--- config.mk ---
export PLATFORM = sky130hd
export DESIGN_NAME = mode_select_ctrl_flat
export DESIGN_NICKNAME = d
export VERILOG_FILES = /design/src/rtl/mode_select_ctrl_pkg.sv /design/src/rtl/mode_select_ctrl_if.sv /design/src/rtl/mode_select_ctrl_key_debounce.sv /design/src/rtl/mode_select_ctrl.sv /design/src/flat_wrapper.sv
export SDC_FILE = /design/constraint.sdc
export NUM_CORES = 1
export LEC_CHECK = 0
export CORE_ASPECT_RATIO = 1.4
export CORE_MARGIN = 5
export CORE_UTILIZATION = 59
export CTS_BUF_LIST = sky130_fd_sc_hd__clkbuf_4 sky130_fd_sc_hd__clkbuf_8 sky130_fd_sc_hd__clkbuf_16
export DETAILED_ROUTE_END_ITERATION = 10
export PLACE_DENSITY = 0.82
export SYNTH_ARGS = -nofsm -noshare
export SYNTH_HDL_FRONTEND = slang
export SYNTH_SLANG_ARGS = --single-unit
--- constraint.sdc ---
create_clock -name clk -period 2 [get_ports clk]
set_input_delay 0.2 -clock clk [delete_from_list [all_inputs] [get_ports clk]]
set_output_delay 0.2 -clock clk [all_outputs]
set_load 0.02 [all_outputs]
--- src/rtl/mode_select_ctrl_pkg.sv ---
// Shared types and constants for the operation-select sequencer.
//   mode_t      : 2-bit operation select, MODE0..MODE3
//   NUM_MODES   : number of selectable operations
//   KEY_PRESSED : level of a pressed (active-low) push button
//   mode_step   : next mode one step forward or back, wrapping modulo NUM_MODES
package mode_select_pkg;

  localparam int unsigned SEL_W     = 2;
  localparam int unsigned NUM_MODES = 4;
  localparam logic        KEY_PRESSED = 1'b0;

  typedef enum logic [SEL_W-1:0] {
    MODE0 = 2'd0,
    MODE1 = 2'd1,
    MODE2 = 2'd2,
    MODE3 = 2'd3
  } mode_t;

  // Stepping back is done as adding NUM_MODES-1 so the result stays modulo NUM_MODES.
  function automatic mode_t mode_step(input mode_t m, input logic fwd);
    logic [31:0] sum;
    sum = 32'(m) + (fwd ? 32'd1 : 32'(NUM_MODES - 1));
    return mode_t'(SEL_W'(sum % 32'(NUM_MODES)));
  endfunction

endpackage

--- src/rtl/mode_select_ctrl_if.sv ---
// Key inputs and mode/display outputs of the operation-select sequencer.
//   key0_n, key1_n : raw active-low push buttons (asynchronous)
//   select         : registered operation select to the multiplexer
//   mode_led       : mode indicator LEDs, mirrors select
//   mode_strobe    : one-cycle pulse after each processed press
//   disp_valid     : seven-segment path may show the multiplexer output
// master = key source / output consumer, slave = the sequencer.
interface mode_select_ctrl_if;
  import mode_select_pkg::*;

  logic             key0_n;
  logic             key1_n;
  logic [SEL_W-1:0] select;
  logic [SEL_W-1:0] mode_led;
  logic             mode_strobe;
  logic             disp_valid;

  modport master (
    output key0_n, key1_n,
    input  select, mode_led, mode_strobe, disp_valid
  );

  modport slave (
    input  key0_n, key1_n,
    output select, mode_led, mode_strobe, disp_valid
  );
endinterface

--- src/rtl/mode_select_ctrl_key_debounce.sv ---
// Push-button conditioner: 2-flop synchronizer, hold-time debounce and a
// registered one-cycle press pulse.
//   clk, rst : clock, synchronous active-high reset
//   key_n    : raw active-low button, asynchronous
//   press    : one-cycle pulse when the debounced state becomes pressed
module key_debounce
  import mode_select_pkg::*;
#(
  parameter int unsigned DEBOUNCE_CYCLES = 500000,
  parameter int unsigned CNT_W           = 20
) (
  input  logic clk,
  input  logic rst,
  input  logic key_n,
  output logic press
);

  localparam logic [CNT_W-1:0] CNT_LAST = CNT_W'(DEBOUNCE_CYCLES - 1);

  logic [1:0]       sync_q;
  logic [1:0]       fill_q;
  logic             db_q;
  logic             db_prev_q;
  logic             armed_q;
  logic [CNT_W-1:0] cnt_q;

  logic key_s;
  logic differ;
  logic qualify;

  assign key_s   = sync_q[1];
  assign differ  = (key_s != db_q);
  assign qualify = differ && (cnt_q == CNT_LAST);

  // fill_q marks when sync_q[1] holds a real key sample again after reset.
  // armed_q stays low until a genuine released sample is seen, so a key held
  // through reset is re-qualified silently and only a fresh press fires.
  always_ff @(posedge clk) begin
    if (rst) begin
      sync_q    <= {2{~KEY_PRESSED}};
      fill_q    <= 2'b00;
      db_q      <= ~KEY_PRESSED;
      db_prev_q <= ~KEY_PRESSED;
      armed_q   <= 1'b0;
      cnt_q     <= '0;
      press     <= 1'b0;
    end else begin
      sync_q    <= {sync_q[0], key_n};
      fill_q    <= {fill_q[0], 1'b1};
      db_prev_q <= db_q;
      if (!differ || qualify) begin
        cnt_q <= '0;
      end else begin
        cnt_q <= cnt_q + CNT_W'(1);
      end
      if (qualify) begin
        db_q <= key_s;
      end
      if (fill_q[1] && (key_s != KEY_PRESSED)) begin
        armed_q <= 1'b1;
      end
      press <= armed_q && (db_q == KEY_PRESSED) && (db_prev_q != KEY_PRESSED);
    end
  end

endmodule

--- src/rtl/mode_select_ctrl.sv ---
// Operation-select sequencer: steps a registered 2-bit select from debounced
// key presses and blanks the display for a settle window after each change.
//   clk, rst : clock, synchronous active-high reset
//   bus      : key inputs and select/mode_led/mode_strobe/disp_valid outputs
module mode_select_ctrl
  import mode_select_pkg::*;
#(
  parameter int unsigned DEBOUNCE_CYCLES = 500000,
  parameter int unsigned BLANK_CYCLES    = 16,
  parameter int unsigned CNT_W           = 20
) (
  input  logic                clk,
  input  logic                rst,
  mode_select_ctrl_if.slave   bus
);

  localparam int unsigned BLK_W      = (BLANK_CYCLES > 1) ? $clog2(BLANK_CYCLES) : 1;
  localparam int unsigned BLANK_LOAD = (BLANK_CYCLES > 0) ? BLANK_CYCLES - 1 : 0;

  logic press0;
  logic press1;

  mode_t            state_q,     state_d;
  logic             strobe_q,    strobe_d;
  logic             disp_valid_q, disp_valid_d;
  logic [BLK_W-1:0] blank_cnt_q, blank_cnt_d;

  key_debounce #(.DEBOUNCE_CYCLES(DEBOUNCE_CYCLES), .CNT_W(CNT_W)) u_key0 (
    .clk   (clk),
    .rst   (rst),
    .key_n (bus.key0_n),
    .press (press0)
  );

  key_debounce #(.DEBOUNCE_CYCLES(DEBOUNCE_CYCLES), .CNT_W(CNT_W)) u_key1 (
    .clk   (clk),
    .rst   (rst),
    .key_n (bus.key1_n),
    .press (press1)
  );

  // State and output registers.
  always_ff @(posedge clk) begin
    if (rst) begin
      state_q      <= MODE0;
      strobe_q     <= 1'b0;
      disp_valid_q <= 1'b1;
      blank_cnt_q  <= '0;
    end else begin
      state_q      <= state_d;
      strobe_q     <= strobe_d;
      disp_valid_q <= disp_valid_d;
      blank_cnt_q  <= blank_cnt_d;
    end
  end

  // Mode transitions, strobe and blank window; a press always wins over the
  // running countdown so a late press extends the window.
  always_comb begin
    state_d      = state_q;
    strobe_d     = 1'b0;
    disp_valid_d = disp_valid_q;
    blank_cnt_d  = blank_cnt_q;

    if (!disp_valid_q) begin
      if (blank_cnt_q == '0) begin
        disp_valid_d = 1'b1;
      end else begin
        blank_cnt_d = blank_cnt_q - BLK_W'(1);
      end
    end

    unique case ({press0, press1})
      2'b10:   state_d = mode_step(state_q, 1'b1);
      2'b01:   state_d = mode_step(state_q, 1'b0);
      2'b11:   state_d = MODE0;
      default: state_d = state_q;
    endcase

    if (press0 || press1) begin
      strobe_d = 1'b1;
      if (BLANK_CYCLES > 0) begin
        disp_valid_d = 1'b0;
        blank_cnt_d  = BLK_W'(BLANK_LOAD);
      end
    end
  end

  assign bus.select      = state_q;
  assign bus.mode_led    = state_q;
  assign bus.mode_strobe = strobe_q;
  assign bus.disp_valid  = disp_valid_q;

endmodule
--- src/flat_wrapper.sv ---
// flat-port wrapper written by rule: the top's interface ports become plain ports
module mode_select_ctrl_flat import mode_select_pkg::*;
#(
  parameter int unsigned DEBOUNCE_CYCLES = 500000,
  parameter int unsigned BLANK_CYCLES    = 16,
  parameter int unsigned CNT_W           = 20
)
  (clk, rst, bus_key0_n, bus_key1_n, bus_select, bus_mode_led, bus_mode_strobe, bus_disp_valid);
  mode_select_ctrl_if bus_i ();
  input  logic clk;
  input  logic rst;
  input wire logic [$bits(bus_i.key0_n)-1:0] bus_key0_n;
  input wire logic [$bits(bus_i.key1_n)-1:0] bus_key1_n;
  output wire logic [$bits(bus_i.select)-1:0] bus_select;
  output wire logic [$bits(bus_i.mode_led)-1:0] bus_mode_led;
  output wire logic [$bits(bus_i.mode_strobe)-1:0] bus_mode_strobe;
  output wire logic [$bits(bus_i.disp_valid)-1:0] bus_disp_valid;
  assign bus_i.key0_n = bus_key0_n;
  assign bus_i.key1_n = bus_key1_n;
  assign bus_select = bus_i.select;
  assign bus_mode_led = bus_i.mode_led;
  assign bus_mode_strobe = bus_i.mode_strobe;
  assign bus_disp_valid = bus_i.disp_valid;
  mode_select_ctrl #(.DEBOUNCE_CYCLES(DEBOUNCE_CYCLES), .BLANK_CYCLES(BLANK_CYCLES), .CNT_W(CNT_W)) u_core (.clk(clk), .rst(rst), .bus(bus_i));
endmodule
; ---- Yosys cells after proc, flatten, opt, wreduce, memory -nomap -nowiden
; Cells that the tools add are included.
[word_totals]
ff_bits = 64
in_bits = 4
out_inout_bits = 6
word_cells = 64
[op_classes]
n_addsub = 5
n_eq_ne = 9
n_mux = 10
bitwise_logic = 2
n_reduce_logical = 18
[op_table]
columns = cell, n
row1 = $add 20x1->20 const B, 2
row2 = $eq 20x19->1 const B, 2
row3 = $mux 4, 3
row4 = $logic_and 1x1->1, 8
row5 = $mux 1, 6
row6 = $pmux 2 s3, 1
row7 = $eq 2x2->1 const B, 2
row8 = $logic_not 4->1, 1
row9 = $ne 2x2->1 const B, 2
row10 = $reduce_or 2->1, 2
row11 = $sub 4x1->4 const B, 1
row12 = $logic_or 1x1->1, 3
row13 = $reduce_bool 3->1, 1
row14 = $add 2x1->2 const B, 1
row15 = $add 2x2->2 const B, 1
row16 = $eq 2x1->1 const B, 1
row17 = $logic_not 1->1, 2
row18 = $ne 1x1->1, 2
row19 = $not 1->1, 2
row20 = $reduce_and 2->1, 1

; ---- Longest topological paths before layout
[depth]
ltp_word = 4
depth_mapped = 7
mapped_depth_nobuf = 6

; ---- By module
; From an unflattened synthesis, not the netlist that was laid out.
[hier_totals]
hier_cells = 284
hier_area_um2 = 2631.3
[modules_own_cells]
columns = module, n_inst, cells_per_inst, area_per_inst_um2, seq_area_each_um2
row1 = key_debounce, 2, 122, 1124.8, 560.5
row2 = mode_select_ctrl, 1, 40, 381.6, 160.2

; ---- Worst setup path before layout
; Ideal clock, no wire load.
[synth_timing]
kind = reg2reg
from = reg u_core.u_key1.cnt_q[0]
to = reg u_core.u_key1.cnt_q[16]
setup_time_ns = 0.070
arrival_time_ns = 1.758
t_required_ns = 1.930
path_slack_ns = 0.172
path_stages_with_launch = 6
path_buffers = 0
synth_period_minus_slack_ns = 1.828
cell_sequence = dfxtp_1 > ha_1 > nand4_2 > or4_4 > or3_1 > a21oi_1
[synth_between]
elab_chain_cells = 4
word_cells_on_any_way = 5
cone_classes = 1 x add/sub / 1 x eq/ne / 3 x reduce/logical
[synth_rtl]
columns = item, line
row1 = from (decl), mode_select_ctrl_key_debounce.sv:25  ; logic [CNT_W-1:0] cnt_q;
row2 = from (signal assigned), mode_select_ctrl_key_debounce.sv:54  ; cnt_q <= cnt_q + CNT_W'(1);
row3 = "parallel branches: the longest is 4 deep, another holds $add 20x1->20", -
; Parallel ways; which one is timed is not known.
; A chain may end at the register's enable or synchronous reset.

; ---- Worst setup path in the final report
; Same ends and word-level chain as after synthesis.

==> metrics.yaml <==
outcome:
  status: "finished, final reports clean"
global_routing:
  grt_use_met3: 0.0411
  globalRouteMet2Util: 0.306
  grt_use_total: 0.180
  grt_max_degree: 20
  met1_usage: 0.192
  gr-max-usage-layer: "met2"
  grt_pass1_wl_mm: 7.99
  antenna_found_initial: 0
  grt_overflow_total: 0
  first_global_vias: 1919
clock_network:
  path_clk_slew_ns: 0.07
  max-clock-path-buffers: 2
  cts-root-buf: "clkbuf_8"
  cts.sinks: 62
  insertion_delay_ns: 0.34
  cts_tree: "built"
  cts_resized: 0
  numCtsBuffers: 9
  post_cts_buffers: 0
  cts_hold_buffers: 0
  htree_levels: 3
setup_path:
  required_ns: 2.27
  cp.arrival_ns: 2.15
  endpoint_kind: "flip-flop"
  criticalPathCategory: "flip-flop to flip-flop"
  worstPathMaxFanout: 5
  start_kind: "flip-flop"
floorplanning:
  dieArea_mm2: 0.00578
  fp.coreArea_mm2: 0.00424
  die_y_um: 88.0
  fp-row-count: 28
  io_pins: 10
  initial_core_util: 0.605
  die_x_um: 65.7
finish:
  num-fill-cells: 333
  mostFrequentLayoutCells: "dfxtp_1, nor2_1, a21oi_1, xnor2_1, xor2_1"
  diodes: 0
  drive_gt1_frac: 0.117
  syn2layout_area_growth_pct: 15.5
  fin_area_mm2: 0.00296
  mostFrequentLayoutCell: "dfxtp_1"
  nNetsFinal: 309
synth:
  syn_area_per_cell_um2: 9.03
  syn_inst: 284
  synth_flop_cell: "dfxtp_1"
  synth_area_mm2: 0.00256
  seq_area_frac_synth: 0.484
  yosysWarnings: 0
  synth_seq_cells: 62
  synth_nets: 291
  synth_enable_flop_cells: 0
  async_reset_ff_frac: 0
  yosysUniqueCellTypes: 38
drt:
  dr.pass1.iters: 4
  ant_nets: 0
  avgRoutedWirePerCell_um: 12.2
  avgViaCountPerCell: 5.47
  drc: 0
  wl_mm: 4.49
  drt_iter0_drc: 99
  vias: 2006
timing:
  fin_crit_sh: 0.942
  setup_viol: 0
  slew_headroom: 0.768
  tightest_slew_ns: 0.345
  hold_viol: 0
  rsz0062_at_grt: "no"
  finalSetupTns_ns: 0
  fin_skew_ns: 0.0124
  fin_crit_ns: 1.88
  report.final.slew_viol_count: 0
  timing.fmax_mhz: 531
placed_design:
  routabilityCongestion: 0.794
  portBuffers: 9
  placed_area_mm2: 0.00274
  place_hpwl_mm: 3.05
power:
  fin_total_pwr_uw: 2530
  vdd_ir_drop_max_mv: 0.651
  powerDensity_mw_per_mm2: 853
  leakagePower_uw: 0.000988
worst_hold_path:
  hold_class: "flip-flop to flip-flop"
flow_run:
  drv_cap: 0
## power by group
group	total [uW]	switching, uW	internal (uW)
combinational	33.8	17.8	16.0
sequential	1250	5.45	1240
clock	1240	465	778
## final timing paths
path	from	end	slack [ns]	depth (start not counted)
max	u_core.u_key1.cnt_q[0]$_SDFF_PP0_	u_core.u_key1.cnt_q[16]$_SDFF_PP0_	0.12	5
min	u_core.u_key1.sync_q[0]$_SDFF_PP1_	u_core.u_key1.sync_q[1]$_SDFF_PP1_	0.41	1
max reg2reg	u_core.u_key1.cnt_q[0]$_SDFF_PP0_	u_core.u_key1.cnt_q[16]$_SDFF_PP0_	0.12	5
min reg2reg	u_core.u_key1.sync_q[0]$_SDFF_PP1_	u_core.u_key1.sync_q[1]$_SDFF_PP1_	0.41	1
## sequential cells by signal, indices dropped and copies added (netlist names), 2 cells and up
signal / cells
u_core.u_key1.sync_q: 2
u_core.bus.mode_led: 2
u_core.u_key0.sync_q: 2
u_core.u_key0.cnt_q: 20
u_core.blank_cnt_q: 4
u_core.u_key1.cnt_q: 20
## area by class of cell
class / instances / area [um^2] / area share
Multi-Input combinational cell: 204 / 1250 / 0.421
Sequential cell: 62 / 1240 / 0.419
Clock buffer: 13 / 160 / 0.0541
Timing Repair Buffer: 15 / 135 / 0.0456
Tap cell: 60 / 75.1 / 0.0253
Clock inverter: 3 / 67.6 / 0.0228
Inverter: 10 / 37.5 / 0.0127
## Yosys cell counts, types with 3 or more instances
master / n / area (um^2)
clkbuf_1: 4 / 15.0
or3_1: 10 / 62.6
nand2_1: 12 / 45.0
nor4_1: 5 / 31.3
or2_2: 5 / 31.3
and3_1: 7 / 43.8
xnor2_1: 15 / 131
mux2i_1: 3 / 30.0
inv_1: 10 / 37.5
nand4_1: 9 / 56.3
a211oi_1: 3 / 22.5
xor2_1: 14 / 123
dfxtp_1: 62 / 1240
nor2_1: 42 / 158
o21ai_0: 11 / 55.1
nand3_1: 13 / 65.1
ha_1: 3 / 37.5
a21oi_1: 19 / 95.1
nor3_1: 8 / 40.0
## worst max-delay path, stage by stage (launching register included)
cell	delay, ns
dfxtp_1	0.39
ha_1	0.26
nand4_2	0.15
or4_4	0.57
or3_1	0.32
a21oi_1	0.13
## cell families after synthesis
| group | count (synthesis) | share of synthesized area |
|---|---|---|
| xor gates and xnor gates | 29 | 0.0990 |
| AOI/OAI and AO/OA | 39 | 0.0878 |
| DFF | 62 | 0.484 |
| adders and majority gates | 3 | 0.0146 |
| and+or+nand+nor | 130 | 0.273 |
| buffers and inverters | 18 | 0.0302 |
| muxes | 3 | 0.0117 |
## routing by layer
metal | vias up | share of wire
met2 | 31 | 0.51
li1 | 1031 | -
met4 | 0 | 0.033
met1 | 928 | 0.43
met3 | 16 | 0.026
met5 | - | 0
## metrics by stage
stage | utilization | instances | setup slack (ns) | hold WS, ns
detailed placement | 0.645 | 351 | 0.151 | 0.395
CTS | 0.699 | 367 | 0.107 | 0.412
global route | 0.699 | 367 | 0.0252 | 0.409
global placement | 0.645 | 351 | 0.211 | 0.397
floorplan | - | 284 | 0.172 | 0.304
finish | 0.699 | 367 | 0.116 | 0.411
Note: power is estimated with default switching activity, not from simulation.
